$ cat src/rtl/scb_master.sv
// scb_master: SCB bus initiator for the 1024x16 scratchpad responder.
// Takes one core-side load/store at a time and steers it onto the 16-bit
// byte-strobed SCB bus. It waits on scb_rdy_i, absorbs the one-cycle SRAM
// read latency, and returns the result on a valid/ready response channel.
//
// Optional build macro: SCB_MASTER_TIMEOUT_EN
//   When defined, an access that sees scb_rdy_i low for TIMEOUT cycles is
//   abandoned and answered with rsp_err_o=1.
//   When undefined, there is no counter, no TIMEOUT parameter, and ACCESS
//   waits indefinitely.
module scb_master #(
    parameter int A = 11,
    parameter int D = 16
`ifdef SCB_MASTER_TIMEOUT_EN
    ,
    parameter int TIMEOUT = 15
`endif
) (
    input  logic           clk_i,
    input  logic           rst_i,
    input  logic           req_valid_i,
    output logic           req_ready_o,
    input  logic [A-1:0]   req_addr_i,
    input  logic [D-1:0]   req_wdata_i,
    input  logic           req_we_i,
    input  logic           req_size_i,
    input  logic           req_signed_i,
    output logic           rsp_valid_o,
    input  logic           rsp_ready_i,
    output logic [D-1:0]   rsp_rdata_o,
    output logic           rsp_err_o,
    output logic [A-1:0]   scb_Addr_o,
    output logic [D-1:0]   scb_Data_o,
    input  logic [D-1:0]   scb_Data_i,
    output logic [1:0]     scb_stb_o,
    output logic           scb_ce_o,
    output logic           scb_rd_o,
    output logic           scb_wr_o,
    input  logic           scb_rdy_i
);

    typedef enum logic [1:0] {
        IDLE,
        ACCESS,
        RDATA,
        RESP
    } state_t;

    state_t state;

    // Only the parts of the request that are still needed after the bus
    // cycle has been launched are kept: direction, size, sign and byte lane.
    logic we_q;
    logic size_q;
    logic signed_q;
    logic odd_q;

    logic [D-1:0] load_data;
    logic [7:0]   lane_byte;

`ifdef SCB_MASTER_TIMEOUT_EN
    localparam int CW = (TIMEOUT < 2) ? 1 : $clog2(TIMEOUT + 1);
    logic [CW-1:0] wait_cnt;
`endif

    // Shape the returned read data from the responder bus: a full word, or
    // the addressed lane zero- or sign-extended.
    always_comb begin
        lane_byte = odd_q ? scb_Data_i[15:8] : scb_Data_i[7:0];
        load_data = '0;
        if (size_q) begin
            load_data = scb_Data_i;
        end else if (signed_q) begin
            load_data = {{(D-8){lane_byte[7]}}, lane_byte};
        end else begin
            load_data = {{(D-8){1'b0}}, lane_byte};
        end
    end

    // Transaction FSM. Every output is a register and is loaded together
    // with the state it belongs to, so the bus never glitches.
    always_ff @(posedge clk_i or negedge rst_i) begin
        if (!rst_i) begin
            state       <= IDLE;
            we_q        <= 1'b0;
            size_q      <= 1'b0;
            signed_q    <= 1'b0;
            odd_q       <= 1'b0;
            req_ready_o <= 1'b1;
            rsp_valid_o <= 1'b0;
            rsp_rdata_o <= '0;
            rsp_err_o   <= 1'b0;
            scb_Addr_o  <= '0;
            scb_Data_o  <= '0;
            scb_stb_o   <= 2'b00;
            scb_ce_o    <= 1'b0;
            scb_rd_o    <= 1'b0;
            scb_wr_o    <= 1'b1;
`ifdef SCB_MASTER_TIMEOUT_EN
            wait_cnt    <= '0;
`endif
        end else begin
            case (state)
                IDLE: begin
                    if (req_valid_i) begin
                        we_q        <= req_we_i;
                        size_q      <= req_size_i;
                        signed_q    <= req_signed_i;
                        odd_q       <= req_addr_i[0];
                        req_ready_o <= 1'b0;
                        if (req_size_i && req_addr_i[0]) begin
                            // A misaligned word access is answered at once;
                            // it never reaches the bus.
                            state       <= RESP;
                            rsp_valid_o <= 1'b1;
                            rsp_err_o   <= 1'b1;
                            rsp_rdata_o <= '0;
                        end else begin
                            state      <= ACCESS;
                            scb_ce_o   <= 1'b1;
                            scb_Addr_o <= req_addr_i;
                            if (req_size_i) begin
                                scb_stb_o <= 2'b11;
                            end else if (req_addr_i[0]) begin
                                scb_stb_o <= 2'b10;
                            end else begin
                                scb_stb_o <= 2'b01;
                            end
                            if (req_we_i) begin
                                scb_wr_o <= 1'b0;
                                scb_rd_o <= 1'b0;
                                if (req_size_i) begin
                                    scb_Data_o <= req_wdata_i;
                                end else begin
                                    scb_Data_o <= {req_wdata_i[7:0], req_wdata_i[7:0]};
                                end
                            end else begin
                                scb_wr_o   <= 1'b1;
                                scb_rd_o   <= 1'b1;
                                scb_Data_o <= '0;
                            end
`ifdef SCB_MASTER_TIMEOUT_EN
                            wait_cnt <= '0;
`endif
                        end
                    end
                end

                ACCESS: begin
                    if (scb_rdy_i) begin
                        scb_ce_o   <= 1'b0;
                        scb_rd_o   <= 1'b0;
                        scb_wr_o   <= 1'b1;
                        scb_stb_o  <= 2'b00;
                        scb_Data_o <= '0;
                        if (we_q) begin
                            state       <= RESP;
                            rsp_valid_o <= 1'b1;
                            rsp_err_o   <= 1'b0;
                            rsp_rdata_o <= '0;
                            scb_Addr_o  <= '0;
                        end else begin
                            // The address stays on the bus through RDATA
                            // because the responder picks its output bank
                            // from it.
                            state <= RDATA;
                        end
                    end
`ifdef SCB_MASTER_TIMEOUT_EN
                    else if (wait_cnt == CW'(TIMEOUT - 1)) begin
                        // This is the TIMEOUT-th stalled cycle, so the
                        // access is abandoned.
                        state       <= RESP;
                        scb_ce_o    <= 1'b0;
                        scb_rd_o    <= 1'b0;
                        scb_wr_o    <= 1'b1;
                        scb_stb_o   <= 2'b00;
                        scb_Data_o  <= '0;
                        scb_Addr_o  <= '0;
                        rsp_valid_o <= 1'b1;
                        rsp_err_o   <= 1'b1;
                        rsp_rdata_o <= '0;
                    end else begin
                        wait_cnt <= wait_cnt + 1'b1;
                    end
`endif
                end

                RDATA: begin
                    state       <= RESP;
                    scb_Addr_o  <= '0;
                    rsp_valid_o <= 1'b1;
                    rsp_err_o   <= 1'b0;
                    rsp_rdata_o <= load_data;
                end

                RESP: begin
                    if (rsp_ready_i) begin
                        state       <= IDLE;
                        rsp_valid_o <= 1'b0;
                        rsp_rdata_o <= '0;
                        rsp_err_o   <= 1'b0;
                        req_ready_o <= 1'b1;
                    end
                end

                default: begin
                    state <= IDLE;
                end
            endcase
        end
    end

endmodule

$ cat config.mk
export PLATFORM = sky130hd
export DESIGN_NAME = scb_master
export DESIGN_NICKNAME = d
export VERILOG_FILES = /design/src/rtl/scb_master.sv
export SDC_FILE = /design/constraint.sdc
export NUM_CORES = 1
export LEC_CHECK = 0
export BUFFER_PORTS_ARGS = -buffer_cell sky130_fd_sc_hd__buf_2
export CORE_AREA = 4 4 143 90
export DETAILED_ROUTE_END_ITERATION = 12
export DIE_AREA = 0 0 147 94
export GPL_TIMING_DRIVEN = 0
export SYNTH_ARGS = -nofsm -noshare
export SYNTH_HDL_FRONTEND = slang
export SYNTH_SLANG_ARGS = --single-unit
$ cat constraint.sdc
create_clock -name clk_i -period 2.8 [get_ports clk_i]
set_clock_uncertainty 0.2 [all_clocks]
set_input_delay 0.28 -clock clk_i [delete_from_list [all_inputs] [get_ports clk_i]]
set_output_delay 0.28 -clock clk_i [all_outputs]
set_load 0.005 [all_outputs]
==> results of run 1 <==
## power groups by stage
stage          Clock (mW)  Sequential (mW)  Combinational, mW
5_1_grt              1.10             1.46               2.47
3_3_place_gp            0             1.41               2.20
3_5_place_dp            0             1.42               2.26
2_1_floorplan           0             1.43               1.51
4_1_cts              1.06             1.42               2.26
6_report             1.02             1.42               2.21
## layout make-up
| class | count | area share, % |
|---|---|---|
| well taps | 165 | 5.33 |
| inverters | 11 | 1.07 |
| plain buffers | 15 | 2.45 |
| repair buffers | 103 | 13.8 |
| clock inverters | 3 | 0.388 |
| flip-flops and latches | 57 | 36.9 |
| clock buffers | 13 | 6.98 |
| multi-input cells | 167 | 33.1 |
## critical path: stages, from the launching register on
cell	delay, ns
dfrtp_1	0.45
inv_1	0.12
ha_1	0.36
nor2b_1	0.19
a21oi_1	0.07
a311oi_2	0.40
buf_6	0.21
mux2_2	0.34
## placed cells by master, fill, tap and decap left out, drive strengths merged, types with 2 or more instances in the layout
cell type and n:
dfstp 2, mux2i 19, a21oi 13, clkinv 3, o21ai 10, a31oi 2
nand2 34, o31ai 11, dlygate4sd3 3, inv 11, nor2b 23, clkbuf 18
buf 110, nand2b 4, dfrtp 55, mux2 32, ha 6, nor2 3
## path summary, 6_finish.rpt
kind	start	slack, ns	end
min in group asynchronous	rst_i	0.36	rsp_rdata_o[4]
setup reg to reg	state[0]	0.35	scb_Addr_o[1]
max in group asynchronous	rst_i	1.52	scb_Addr_o[2]
setup / recovery	state[0]	0.35	scb_Addr_o[1]
hold / removal	req_we_i	0.01	scb_rd_o
hold reg to reg	scb_stb_o[1]	0.28	scb_stb_o[1]
## metrics by stage
stage / hold WS, ns / worst slack, ns / instances
2_1_floorplan: -0.216 / 0.651 / 250
3_3_place_gp: 0.261 / 0.357 / 515
6_report: 0.0149 / 0.354 / 534
5_1_grt: 0.00267 / 0.156 / 534
3_5_place_dp: 0.265 / 0.323 / 515
4_1_cts: 0.00000627 / 0.300 / 533
## flip-flops by register name, summed over array words and instances, names as in the netlist
name and flops:
rsp_rdata_o 16, scb_Data_o 16, scb_Addr_o 11, scb_stb_o 2, state 2, odd_q 1
req_ready_o 1, rsp_err_o 1, rsp_valid_o 1, scb_ce_o 1, scb_rd_o 1, scb_wr_o 1
signed_q 1, size_q 1, we_q 1
## metal layers
layer,part of all wire (%),vias up,track usage (%)
met5,0,-,0
met4,1.6,0,4.19
met3,4.8,10,3.81
met2,46,47,16.6
met1,48,1071,14.7
li1,-,1081,-
## logic make-up after synthesis
group | synth area share [%]
mux | 20.5
flops | 50.2
buf+inv | 4.79
compound gates | 9.18
fa+ha+maj | 2.63
simple gates | 12.7
==> impl_results.md, run 1 <==
* Hold_buf cts at 2
* Setup TNS at 0 ns
* Core ar. at 11700 sq um
* WL/cell at 13.7 um
* RSZ-0062 raised after global routing: no
* Syn Nets at 307
* Root Buffer: clkbuf_16
* Initial core utilization at 24.4%
* Layout cell share with drive strength beyond 1 at 43.9%
* Crit path arrival time at 2.45 ns
* # setup viols final at 0
* VDD IR max at 0.346 mV
* Int Pwr at 2.99 mW
* Post-synth cell types at 33
* Post-Syn Area at 2850 sq um
* Vias/cell at 4.14
* Synth cell count leaders: 55 x dfrtp_1, 33 x nand2_1, 23 x mux2_2, 23 x nor2b_1, 19 x mux2i_1
* Clock Sinks at 57
* DRC at 0
* Post-synth ARST share at 100%
* Overall routing resource usage at 11.0%
* Sequential Power Share at 30.5%
* CTS resizes at 0
* GRT overflow at 0
* Clock buffer count from CTS at 9
* Multi-input gate area at 1280 sq um
* Static Leak at 2.02 nW
* Worst slew pin tran at 0.749 ns
* Area growth, synth to finish at 36.0%
* # nets final at 421
* Gate Count Post-Synth at 250
* Clk network pwr share at 21.9%
* Hold Crit Depth at 2
* FF/Latch Area at 1430 sq um
* Synth area leader: dfrtp_1
* Die Span X at 147 um
* #FFs+latches synth at 57
* Synth Area per Inst at 11.4 sq um
* H-Tree Depth at 3
* Post-route ant nets at 0
* Main synth FF type: dfrtp_1
* Hold Crit Class: in2reg
* PD cells at 1200 nW/um^2
* First-pass GRT wire length at 11.8 mm
* Die Footprint at 13800 sq um
* Diodes inserted at 0
* Pwr Total at 4.65 mW
* Largest net degree at the start of global routing at 58
* DIE HEIGHT at 94 um
* CTS Buffer Depth at 2
* MaxCap Viol Count at 0
* Setup Crit Path Kind: reg2reg
* Setup Buffers After CTS at 0
* F_max at 409 MHz
* Area after DPL at 3560 sq um
* Vias in the first global route at 2293
* Routability cong. at 0.749
* Critical path peak fanout at 10
* Initial antenna violation count at 0
* Top cell type's share of synthesized area at 48.3%
* Worst Setup Start Kind: flop
* NetSw at 1.66 mW
* Layout Utilization at 33.2%
* Fin crit period at 2.45 ns
* IO Port Bufs at 100
* Gate power share at 47.7%
* I/O pin count at 102
* Routed via count at 2209
* Setup crit end kind: flop
* Final hold vios at 0
* Relative slew margins at 50.1%
* Fin area at 3870 sq um
* Final Slew Violations at 0
* Worst-path clk slew at 0.05 ns
* WL final at 7.32 mm
* Synth warn at 0
* Most common cell in the netlist: dfrtp_1
* Run status: complete, no violations
* Fillers at 1213
* Top post-synthesis cells by area: dfrtp_1 48%, mux2_2 9.1%, mux2i_1 6.7%
* EDFF count, synth at 0
* Post-synthesis sequential area ratio at 50.2%
* Data required time of the worst path at 2.80 ns
* Worst r2r path cells at 7
* First-pass detailed-route iteration total at 4
* FP Rows at 31
* CTS tree: done
* DRT iter0 DRCs at 111
* Switching Share at 35.7%
* Clock Latency Late Sink at 0.32 ns
* Final period util at 87.3%
* Post-DP HPWL at 5.63 mm
No activity file was read; power rests on OpenSTA's default activity.
==> run 2, diff against run 1 <==
Settings changed: PLACE_DENSITY set to 0.56.
==> impl_results.md, run 2 (synthesis gave the netlist of run 1 again) <==
* Area growth, synth to finish at 38.4%
* Crit path cell chain: inv_1 -> ha_1 -> nor2b_1 -> a21oi_1 -> a311oi_2 -> buf_6 -> mux2_2
* Overall routing resource usage at 11.3%
* RSZ-0062 raised after global routing: no
* Worst path max stage delay at 0.47 ns
* CTS resizes at 0
* Worst Setup Start Kind: flop
* Setup crit end kind: flop
* CTS Buffer Depth at 2
* DRT iter0 DRCs at 51
* Routed via count at 2210
* Relative slew margins at 51.1%
* H-Tree Depth at 3
* Worst r2r path cells at 7
* Die Footprint at 13800 sq um
* Largest net degree at the start of global routing at 58
* Diodes inserted at 0
* Setup slack, reg-to-reg at 0.37 ns
* First-pass detailed-route iteration total at 4
* Post-route ant nets at 0
* Vias/cell at 4.15
* Clock Latency Late Sink at 0.32 ns
* Initial antenna violation count at 0
* CTS tree: done
* Initial core utilization at 24.4%
* Critical path peak fanout at 10
* Post-DP HPWL at 5.73 mm
* F_max at 411 MHz
* Run status: complete, no violations
* # setup viols final at 0
* First-pass GRT wire length at 12.2 mm
* WL/cell at 14.2 um
* Die Span X at 147 um
* Setup Crit Path Kind: reg2reg
* Final hold vios at 0
* FP Rows at 31
* MaxCap Viol Count at 0
* CP top delay family: flip-flops
* Slowest cell on crit path: dfrtp_1
* Hold path endpoint: scb_Data_o[0]
* Commonest non-fill, non-tap cell in the layout: buf_2
* Clock Sinks at 57
* Clock buffer count from CTS at 9
* HP Start: req_wdata_i[0]
* Fillers at 1184
* R2r endpoint: scb_Addr_o[6]
* # nets final at 420
* Worst-path clk slew at 0.05 ns
* Hold Crit Depth at 3
* R2r startpoint: state[0]
* Most frequent cells in the layout: 104 x buf_2, 55 x dfrtp_1, 33 x nand2_1
* DRC at 0
* WL final at 7.56 mm
* Static Leak at 2.05 nW
* Biggest regs: rsp_rdata_o: 16 flops, scb_Data_o: 16 flops, scb_Addr_o: 11 flops
* Final Slew Violations at 0
* Final period util at 86.8%
* WP buf/inv at 2
* Vias in the first global route at 2315
* Layout cell share with drive strength beyond 1 at 44.3%
* Root Buffer: clkbuf_16
* Pwr Total at 4.97 mW
* Routability cong. at 0.765
* Hold Crit Class: in2reg
* IO Port Bufs at 100
* DIE HEIGHT at 94 um
* Core ar. at 11700 sq um
* PD cells at 1260 nW/um^2
* Setup TNS at 0 ns
* Fin crit period at 2.43 ns
* I/O pin count at 102
* Worst slew pin tran at 0.734 ns
* GRT overflow at 0
* VDD IR max at 0.375 mV
* Crit path arrival time at 2.43 ns
* Data required time of the worst path at 2.80 ns
==> run 2: changes by cell type in the layout (fill, tap and decap cells not counted) <==
cell           delta
bufinv_16         +3
clkinv_2          -3
clkbuf_1          -1
clkinvlp_4        +1
dlygate4sd3_1     -1
==> run 2: stage by stage <==
step           area [sq um]  hold slack (ns)  utilization (%)  cells  worst slack (ns)
4_1_cts                3930          0.00643             33.7    532             0.376
6_report               3940           0.0221             33.8    533             0.369
5_1_grt                3940           0.0255             33.8    533             0.149
2_1_floorplan          2850           -0.216                -    250             0.651
3_5_place_dp           3560            0.266             30.5    515             0.392
3_3_place_gp           3560            0.263             30.5    515             0.416
==> run 2: how the worst max path moves through the flow <==
stage	from	endpoint	depth (start not counted)	slack, ns
2_1_floorplan	state[0]	scb_Addr_o[10]	7	0.65
3_3_place_gp	state[0]	scb_Addr_o[10]	7	0.42
3_5_place_dp	state[0]	scb_Addr_o[2]	7	0.39
4_1_cts	state[0]	scb_Addr_o[2]	7	0.38
5_1_grt	state[0]	rsp_rdata_o[15]	7	0.15
6_report	state[0]	scb_Addr_o[6]	7	0.37
==> run 2: repair_timing <==
action | in CTS | in global routing
setup buffers | 0 | 0
hold buffers | 1 | 1
hold endpoints to repair | 1 | 55
==> run 2: power by group <==
part	switching (mW)	internal [mW]
clock	0.378	0.941
sequential	0.208	1.21
combinational	1.13	1.11
total	1.71	3.26
==> run 2: area by class of cell <==
cell class | instances | area (sq um) | area share (%)
multi-input cells | 167 | 1280 | 32.6
plain buffers | 15 | 95.1 | 2.41
inverters | 11 | 41.3 | 1.05
flip-flops and latches | 57 | 1430 | 36.2
well taps | 165 | 206 | 5.24
repair buffers | 102 | 523 | 13.3
clock inverters | 4 | 97.6 | 2.48
clock buffers | 12 | 267 | 6.76
==> run 2: worst reg2reg max path, delay by kind of cell (launching register included) <==
kind | cells | cell delay [ns]
buf+inv | 2 | 0.34
compound gates | 2 | 0.44
flops | 1 | 0.47
mux | 1 | 0.34
simple gates | 1 | 0.19
fa+ha+maj | 1 | 0.33
==> run 2: per-layer routing <==
| metal | global-route usage (%) | part of all wire (%) | up-vias |
|---|---|---|---|
| li1 | - | - | 1079 |
| met1 | 13.7 | 46 | 1075 |
| met2 | 18.2 | 46 | 51 |
| met3 | 5.30 | 7.2 | 5 |
| met4 | 3.26 | 1.0 | 0 |
| met5 | 0 | 0 | - |
==> run 3, diff against run 2 <==
Settings changed: CORE_AREA 4 4 143 90 to 4 4 103 66, DIE_AREA 0 0 147 94 to 0 0 107 70, PLACE_DENSITY 0.56 to 0.9.
==> impl_results.md, run 3 (synthesis gave the netlist of run 1 again) <==
* Final period util at 87.9%
* First-pass detailed-route iteration total at 4
* Crit path cell chain: inv_1 -> ha_1 -> nor2b_1 -> a21oi_1 -> a311oi_2 -> buf_6 -> mux2_2
* CTS resizes at 0
* Worst-path clk slew at 0.06 ns
* WL final at 7.08 mm
* Worst Setup Start Kind: flop
* Final worst slack at 0.339 ns
* F_max at 406 MHz
* CTS tree: done
* RSZ-0062 raised after global routing: no
* Vias in the first global route at 2298
* Static Leak at 2.01 nW
* Hold Crit Class: in2reg
* FP Rows at 22
* Critical path peak fanout at 10
* Biggest regs: rsp_rdata_o: 16 flops, scb_Data_o: 16 flops, scb_Addr_o: 11 flops
* Commonest non-fill, non-tap cell in the layout: buf_2
* Overall routing resource usage at 19.3%
* Setup slack, reg-to-reg at 0.34 ns
* Layout cell share with drive strength beyond 1 at 44.1%
* Worst path max stage delay at 0.49 ns
* Initial antenna violation count at 0
* Die Span X at 107 um
* VDD IR max at 0.479 mV
* Fin crit period at 2.46 ns
* Post-route ant nets at 0
* PD cells at 1230 nW/um^2
* Area growth, synth to finish at 31.3%
* Run status: complete, no violations
* Final Slew Violations at 0
* Clock Sinks at 57
* WL/cell at 15.6 um
* HP Start: req_wdata_i[3]
* Final hold vios at 0
* Die Footprint at 7490 sq um
* First-pass GRT wire length at 11.4 mm
* Clock Latency Late Sink at 0.33 ns
* Core ar. at 5890 sq um
* Root Buffer: clkbuf_8
* Post-place setup slack at 0.336 ns
* R2r startpoint: state[0]
* Most frequent cells in the layout: 104 x buf_2, 55 x dfrtp_1, 33 x nand2_1
* Setup crit end kind: flop
* Initial core utilization at 48.4%
* H-Tree Depth at 3
* Routability cong. at 0.850
* GRT overflow at 0
* Placed cells at 434
* Routed via count at 2276
* Data required time of the worst path at 2.82 ns
* I/O pin count at 102
* Clock buffer count from CTS at 9
* # setup viols final at 0
* # nets final at 422
* Setup Crit Path Kind: reg2reg
* DRT iter0 DRCs at 170
* Hold Crit Depth at 3
* CTS Buffer Depth at 2
* DIE HEIGHT at 70 um
* Post-DP HPWL at 5.24 mm
* Diodes inserted at 0
* R2r endpoint: scb_Addr_o[6]
* Crit path arrival time at 2.48 ns
* Relative slew margins at 52.9%
* Fin Hold WS at 0.0124 ns
* Hold path endpoint: scb_Data_o[3]
* Pwr Total at 4.59 mW
* Worst r2r path cells at 7
* Worst slew pin tran at 0.707 ns
* Setup TNS at 0 ns
* Vias/cell at 5.01
* MaxCap Viol Count at 0
* Largest net degree at the start of global routing at 58
* Layout Cells excl Fill at 454
* DRC at 0
* IO Port Bufs at 100
* Slowest cell on crit path: dfrtp_1
## run 3: cell types whose count changed in the layout (fill, tap and decap cells not counted), sizes merged
cell,change
clkinvlp,-1
clkinv,+3
dlygate4sd3,+2
clkbuf,-2
## run 3: how the worst max path moves through the flow
stage                     startpoint              to  slack (ns)  cells past startpoint
after floorplan             state[0]  scb_Addr_o[10]        0.65                      7
after global placement      state[0]   scb_Addr_o[5]        0.48                      7
after detailed placement    state[0]   scb_Addr_o[6]        0.34                      7
after CTS                   state[0]   scb_Addr_o[6]        0.33                      7
after global routing        state[0]   scb_Addr_o[7]        0.17                      7
final                       state[0]   scb_Addr_o[6]        0.34                      7
## run 3: layout make-up
class                      instances  area (sq um)
clock buffer                      10           138
buffer                            15          95.1
tap                               84           105
fill                             473          2150
inverter                          11          41.3
clock inverter                     6           105
multi-input combinational        167          1280
timing repair buffer             104           543
sequential                        57          1430
## run 3: power by group
| group | internal (mW) | switching, mW | leakage [nW] |
|---|---|---|---|
| Sequential | 1.21 | 0.218 | 0.734 |
| Clock | 0.610 | 0.318 | 0.126 |
| Combinational | 1.12 | 1.12 | 1.15 |
| Total | 2.93 | 1.66 | 2.01 |
## run 3: through the flow
step                cell area [sq um]  utilization [%]
CTS                              3730             63.3
global route                     3740             63.5
floorplan                        2850                -
detailed placement               3450             58.6
global placement                 3450             58.6
finish                           3740             63.5
## run 3: worst max-delay path, delay by kind of cell, from the launching register on
family / cells / cell delay, ns
compound gates: 2 / 0.44
flops: 1 / 0.49
mux: 1 / 0.34
simple gates: 1 / 0.22
fa+ha+maj: 1 / 0.34
buf+inv: 2 / 0.33
## run 3: per-layer routing
layer  share of wire, %  global-route usage, %  vias up  wire length (um)
met4                2.7                   8.37        0               190
met3                6.1                   5.36       17               431
met1                 45                   25.8     1101              3210
li1                   -                      -     1086                 -
met5                  0                      0        -                 0
met2                 46                   29.2       72              3250
## run 3: what timing repair did
item	4_1_cts	5_1_grt
endpoints found under the hold margin	3	55
buffers inserted	0	0
hold buffers	3	1
